### config.mk
export PLATFORM = sky130hd
export DESIGN_NAME = mem_port_arbiter
export DESIGN_NICKNAME = d
export VERILOG_FILES = /design/src/rtl/mem_port_arbiter_pkg.sv /design/src/rtl/mem_port_arbiter_rr_arb2.sv /design/src/rtl/mem_port_arbiter.sv
export SDC_FILE = /design/constraint.sdc
export NUM_CORES = 1
export LEC_CHECK = 0
export CAP_MARGIN = 40
export CORE_MARGIN = 2
export CORE_UTILIZATION = 38
export CTS_CLUSTER_SIZE = 14
export DETAILED_ROUTE_END_ITERATION = 6
export PLACE_DENSITY = 0.84
export SLEW_MARGIN = 20
export SYNTH_ARGS = -nofsm -noshare
export SYNTH_HDL_FRONTEND = slang
export SYNTH_HIERARCHICAL = 1
export SYNTH_SLANG_ARGS = --single-unit
### constraint.sdc
create_clock -name i_clk -period 3 [get_ports i_clk]
set_clock_uncertainty 0.1 [all_clocks]
set_input_delay 0.6 -clock i_clk [delete_from_list [all_inputs] [get_ports i_clk]]
set_output_delay 0.6 -clock i_clk [all_outputs]
set_load 0.01 [all_outputs]
### src/rtl/mem_port_arbiter_pkg.sv
// Shared constants and types for the CPU/debug memory port arbiter.
// Command encodings, I/O addresses, requester IDs and the address-space tag.
package mem_port_arbiter_pkg;

   localparam int AW = 9;
   localparam int DW = 16;

   localparam logic [1:0] MNONE  = 2'b00;
   localparam logic [1:0] MREAD  = 2'b01;
   localparam logic [1:0] MWRITE = 2'b10;

   localparam logic [AW-1:0] LED_ADDR = 9'h100;
   localparam logic [AW-1:0] SW_ADDR  = 9'h140;

   localparam logic REQ_CPU = 1'b0;
   localparam logic REQ_DBG = 1'b1;

   // Source of the read data returned one cycle after a read grant.
   typedef enum logic [1:0] {
      SP_RAM  = 2'd0,
      SP_LED  = 2'd1,
      SP_SW   = 2'd2,
      SP_NONE = 2'd3
   } space_e;

   // Code 11 is treated as no request.
   function automatic logic is_req(input logic [1:0] cmd);
      return (cmd == MREAD) || (cmd == MWRITE);
   endfunction

endpackage

### src/rtl/mem_port_arbiter_rr_arb2.sv
// Two-way round-robin arbiter with a CPU lock.
// Grant is combinational; only the last winner is registered.
module mem_port_arbiter_rr_arb2
   import mem_port_arbiter_pkg::*;
(
   input  logic       i_clk,
   input  logic       i_rst_n,
   input  logic [1:0] i_req,
   input  logic       i_lock,
   output logic [1:0] o_gnt
);

   logic r_last_gnt;
   logic w_cpu_elig;
   logic w_dbg_elig;

   // Gating with reset keeps both grants low for the whole reset window.
   assign w_cpu_elig = i_req[0] & ~i_lock & i_rst_n;
   assign w_dbg_elig = i_req[1] & i_rst_n;

   always_comb begin
      o_gnt = 2'b00;
      if (w_cpu_elig && w_dbg_elig) begin
         o_gnt = (r_last_gnt == REQ_DBG) ? 2'b01 : 2'b10;
      end else begin
         o_gnt = {w_dbg_elig, w_cpu_elig};
      end
   end

   always_ff @(posedge i_clk or negedge i_rst_n) begin
      if (!i_rst_n) begin
         r_last_gnt <= REQ_DBG;
      end else if (|o_gnt) begin
         r_last_gnt <= o_gnt[1];
      end
   end

endmodule

### src/rtl/mem_port_arbiter.sv
// Shares the single-port RAM between CPU and debug requesters and decodes
// the LED register and switch input in the I/O space (address bit 8 set).
module mem_port_arbiter
   import mem_port_arbiter_pkg::*;
(
   input  logic          i_clk,
   input  logic          i_rst_n,
   input  logic [1:0]    i_cpu_cmd,
   input  logic [AW-1:0] i_cpu_addr,
   input  logic [DW-1:0] i_cpu_wdata,
   output logic          o_cpu_gnt,
   output logic          o_cpu_rvalid,
   output logic [DW-1:0] o_cpu_rdata,
   input  logic [1:0]    i_dbg_cmd,
   input  logic [AW-1:0] i_dbg_addr,
   input  logic [DW-1:0] i_dbg_wdata,
   output logic          o_dbg_gnt,
   output logic          o_dbg_rvalid,
   output logic [DW-1:0] o_dbg_rdata,
   input  logic          i_dbg_lock,
   output logic [7:0]    o_mem_addr,
   output logic          o_mem_write,
   output logic [DW-1:0] o_mem_din,
   input  logic [DW-1:0] i_mem_dout,
   input  logic [7:0]    i_sw_in,
   output logic [7:0]    o_led_out
);

   logic [1:0]    w_req;
   logic [1:0]    w_gnt;
   logic          w_any;
   logic          w_sel_dbg;
   logic [1:0]    w_cmd;
   logic [AW-1:0] w_addr;
   logic [DW-1:0] w_wdata;
   logic          w_io;
   logic          w_wr;
   logic          w_rd;
   space_e        w_space;
   logic [DW-1:0] w_rdata;

   logic [7:0]    r_mem_addr;
   logic [DW-1:0] r_mem_din;
   logic [7:0]    r_led;
   logic [7:0]    r_sw;
   logic          r_cpu_rvalid;
   logic          r_dbg_rvalid;
   space_e        r_space;

   assign w_req = {is_req(i_dbg_cmd), is_req(i_cpu_cmd)};

   mem_port_arbiter_rr_arb2 u_arb (
      .i_clk   (i_clk),
      .i_rst_n (i_rst_n),
      .i_req   (w_req),
      .i_lock  (i_dbg_lock),
      .o_gnt   (w_gnt)
   );

   assign w_any     = |w_gnt;
   assign w_sel_dbg = w_gnt[1];
   assign w_cmd     = w_sel_dbg ? i_dbg_cmd   : i_cpu_cmd;
   assign w_addr    = w_sel_dbg ? i_dbg_addr  : i_cpu_addr;
   assign w_wdata   = w_sel_dbg ? i_dbg_wdata : i_cpu_wdata;
   assign w_io      = w_addr[AW-1];
   assign w_wr      = w_any & (w_cmd == MWRITE);
   assign w_rd      = w_any & (w_cmd == MREAD);

   always_comb begin
      w_space = SP_RAM;
      if (w_io) begin
         if (w_addr == LED_ADDR) begin
            w_space = SP_LED;
         end else if (w_addr == SW_ADDR) begin
            w_space = SP_SW;
         end else begin
            w_space = SP_NONE;
         end
      end
   end

   // Address/data hold their last granted value so an idle RAM sees no change.
   assign o_mem_write = w_wr & ~w_io;
   assign o_mem_addr  = w_any ? w_addr[7:0] : r_mem_addr;
   assign o_mem_din   = w_any ? w_wdata     : r_mem_din;

   always_ff @(posedge i_clk or negedge i_rst_n) begin
      if (!i_rst_n) begin
         r_mem_addr   <= 8'h00;
         r_mem_din    <= '0;
         r_led        <= 8'h00;
         r_sw         <= 8'h00;
         r_cpu_rvalid <= 1'b0;
         r_dbg_rvalid <= 1'b0;
         r_space      <= SP_RAM;
      end else begin
         if (w_any) begin
            r_mem_addr <= w_addr[7:0];
            r_mem_din  <= w_wdata;
         end
         r_cpu_rvalid <= w_rd & ~w_sel_dbg;
         r_dbg_rvalid <= w_rd &  w_sel_dbg;
         if (w_rd) begin
            r_space <= w_space;
            r_sw    <= i_sw_in;
         end
         if (w_wr && (w_space == SP_LED)) begin
            r_led <= w_wdata[7:0];
         end
      end
   end

   always_comb begin
      w_rdata = '0;
      case (r_space)
         SP_RAM:  w_rdata = i_mem_dout;
         SP_LED:  w_rdata = {{(DW-8){1'b0}}, r_led};
         SP_SW:   w_rdata = {{(DW-8){1'b0}}, r_sw};
         default: w_rdata = '0;
      endcase
   end

   assign o_cpu_gnt    = w_gnt[0];
   assign o_dbg_gnt    = w_gnt[1];
   assign o_cpu_rvalid = r_cpu_rvalid;
   assign o_dbg_rvalid = r_dbg_rvalid;
   assign o_cpu_rdata  = w_rdata;
   assign o_dbg_rdata  = w_rdata;
   assign o_led_out    = r_led;

endmodule

==> impl_results.md <==
* Initial DRT Pass Iterations at 4
* GRT overflow at 0
* Arrival time at the worst endpoint at 2230 ps
* FP Rows at 29
* Overall Global Routing Usage at 20.9%
* Worst-skew pair later-pin latency at approximately 290 ps
* Setup ws final at just under 70 ps
* Post-route cell area at ~0.0043 mm²
* Gr busiest metal: met2
* WS Path Type: in2out
* Netlist cell types at 31
* Max-slew violation count at 0
* Final Core Density at slightly below 70%
* Final period util at just under 100%
* Post-route DRC at 0
* Final TNS setup at 0 ps
* Flop and latch count out of synthesis at between 40 and 50
* Layout net count at a little under 500
* CTS root buf: clkbuf_8
* Met2 GRT Util at 38.4%
* R2R depth at 6
* I/O pin count at 150
* Crit end category: output port
* Mapped Area at between 0.002 and 0.003 mm²
* Post-synthesis cell count at about 240
* Detail Route Antenna Nets at 0
* Worst r2r src: u_arb/r_last_gnt$_DFFE_PN1P_
* CTS sink cnt at between 40 and 50
* Largest net degree at the start of global routing at 25
* Post-Synthesis Net Count at 325
* Global-route wire length before repair at ~12,000 µm
* Die Span X at between 80 and 90 µm
* Die ar. at between 0.007 and 0.008 mm²
* CTS buffer count at 5
* Met3 usage at between 7 and 8%
* Reg2reg setup slack at roughly 430 ps
* VDD IR max at ~0.35 mV
* Clk slew on worst S/H paths at roughly 80 ps
* Gpl congestion at around 0.86
* Die Y at between 80 and 90 µm
* Core area at approximately 0.0063 mm²
* Initial antenna violation count at 0
* DR WL/cell at 16.0 µm
* Power per Cell Area at between 500 and 600 mW/mm²
* Vias in the first global route at ~2,500
* Relative slew slack at 62.4%
* CP startpoint kind: input port
* Worst path required time at 2300 ps
* Register area share after synthesis at between 40 and 50%
* H-tree Lvls at 2
* Placed cell count at 467
* CP Cell Sequence: clkdlybuf4s15_1, xor2_2, nand2b_1, and3_4, buf_6, buf_12, nor2_1, nand2_1, o21ai_0, dlygate4sd2_1
* Leakage power at 1.88 nW
* Grt met1 use at around 22%
* Non-Filler Instances at ~480
* TritonCTS clock tree: done
* Post-DP HPWL at between 6000 and 7000 µm
* Status: finished, final reports clean
* Routed wire length at a little under 8000 µm
* Antenna diodes at 0
* Placed Area at just over 0.004 mm²
* Synth warn at 6
* HP Class: in2async
* Avg Inst Size Synth at slightly above 10 µm²
* CP max stage delay at ~320 ps
* Port Buffer Count at around 150
* Minimum clock period at 2930 ps
* Initial Utilization at 39.5%
* Final setup fails at 0
* Least-Margin Pin Slew at 564 ps
* Vias post-DR at about 2,400
* Slowest stage cell, crit path: dlygate4sd2_1
* Synth-to-layout area growth at 73.1%
* Share of cells above drive strength 1 at around a quarter
* Hold-fix buffers, CTS at 0
* Pre-CTS setup slack at -721 ps
* Fin. Hold Viols at 0
* Crit-path max FO at 10
* R2r endpoint: o_led_out[0]$_DFFE_PN0P_
* Highest Clock Rate at roughly 340 MHz
* Max_cap viols at 0
* DR vias/cell at approximately 5
* Buffer depth of the longest clock path at 2
* 1st-iter DRT viols at 40
power breakdown:
part	internal, mW	leakage [nW]	switching [mW]
sequential	0.738	0.559	0.0770
combinational	0.544	1.25	0.427
clock	0.331	0.0681	0.199
critical path: cells and delay by family:
kind | cells | cell delay, ps
and+or+nand+nor | 4 | 480
xor gates and xnor gates | 1 | 230
buffers and inverters | 4 | 820
AOI/OAI and AO/OA | 1 | 100
cell type report:
| cell class | count | area (µm²) |
|---|---|---|
| Clock buffer | 5 | 68.8 |
| Tap cell | 77 | 96.3 |
| Clock inverter | 3 | 65.1 |
| Multi-Input combinational cell | 161 | 1240 |
| Fill cell | 503 | 2010 |
| Sequential cell | 45 | 1130 |
| Timing Repair Buffer | 184 | 1710 |
| Inverter | 9 | 33.8 |
registers in the layout, summed over array words and instances, names as in the netlist:
register / cells
o_cpu_rvalid: 1
u_arb/r_last_gnt: 1
r_mem_din: 16
r_sw: 8
o_led_out: 8
r_mem_addr: 8
r_space: 2
o_dbg_rvalid: 1
cells in the final DEF (no fill, tap or decap), types with 2 or more instances in the layout:
cell               n
or4_1              2
nor2_1             5
nand2_1           30
o21ai_0           27
buf_12             3
dlygate4sd2_1      8
inv_1              9
dfrtp_1           44
o21ai_1           11
clkbuf_2          10
mux2_4             8
mux2i_1           31
mux2_2            13
buf_4             28
buf_2              8
clkbuf_8           5
bufinv_16          2
a21oi_1            3
clkdlybuf4s15_1    3
buf_6              4
clkdlybuf4s50_1  118
and2_1             8
o21ai_2            2
metal layers:
layer / up-vias / share of wire [%] / wire [µm]
li1: 1149 / - / -
met1: 1120 / 37 / 2860
met2: 113 / 52 / 3980
met3: 13 / 9.7 / 749
met4: 0 / 1.7 / 134
met5: - / 0 / 0
stage by stage:
| stage | total power [mW] | hold WS (ps) |
|---|---|---|
| floorplan | 1.29 | 204 |
| finish | 2.32 | 182 |
| global route | 2.44 | 178 |
| global placement | 1.79 | 377 |
| CTS | 2.33 | 170 |
| detailed placement | 1.83 | 392 |
worst max path at each step:
stage                  from                       end  slack [ps]  depth (start not counted)
2_1_floorplan  i_cpu_cmd[0]  o_led_out[0]$_DFFE_PN0P_         -30                          8
6_report       i_dbg_cmd[1]             o_mem_addr[6]          70                         10
3_5_place_dp   i_dbg_cmd[0]              o_mem_din[7]        -720                          9
4_1_cts        i_cpu_cmd[1]  o_led_out[0]$_DFFE_PN0P_           7                         11
3_3_place_gp   i_cpu_cmd[1]              o_mem_din[7]        -660                          9
5_1_grt        i_dbg_cmd[1]              o_mem_din[0]         -30                          9
synth_stat cells, drive strengths merged:
library cell  instances  area, µm²
nor4bb                2       20.0
and3                  1       6.26
or2                   1       6.26
nor2                  5       18.8
a21oi                 4       20.0
o21ai                40        200
and3b                 1       8.76
dfstp                 1       26.3
nor4                  1       21.3
nor2b                 2       20.0
a21bo                 1       10.0
nand2b                1       6.26
dfrtp                44       1100
mux2i                31        310
a31oi                 2       12.5
nand2                31        116
clkbuf               10       37.5
xor2                  2       17.5
mux2                 21        267
and2                  8       50.1
inv                   9       33.8
a21o                  1       7.51
o22a                  1       10.0
or4b                  2       20.0
or4                   2       15.0
buf                  20        144
cells by family after synthesis:
logic type,count (synthesis),synth area share (%)
AOI/OAI and AO/OA,49,10.4
xor gates and xnor gates,2,0.699
buffers and inverters,39,8.59
DFF,45,45.0
muxes,52,23.0
and+or+nand+nor,57,12.3
timing repair:
| action | in CTS | in global routing |
|---|---|---|
| pin swaps | 5 | 6 |
| resized for setup | 69 | 42 |
| gates cloned | 1 | 0 |
| setup buffers | 7 | 1 |
| endpoints found under the hold margin | 0 | 0 |
| endpoints found under the setup margin | 37 | 30 |
(Power assumes the default switching activity.)
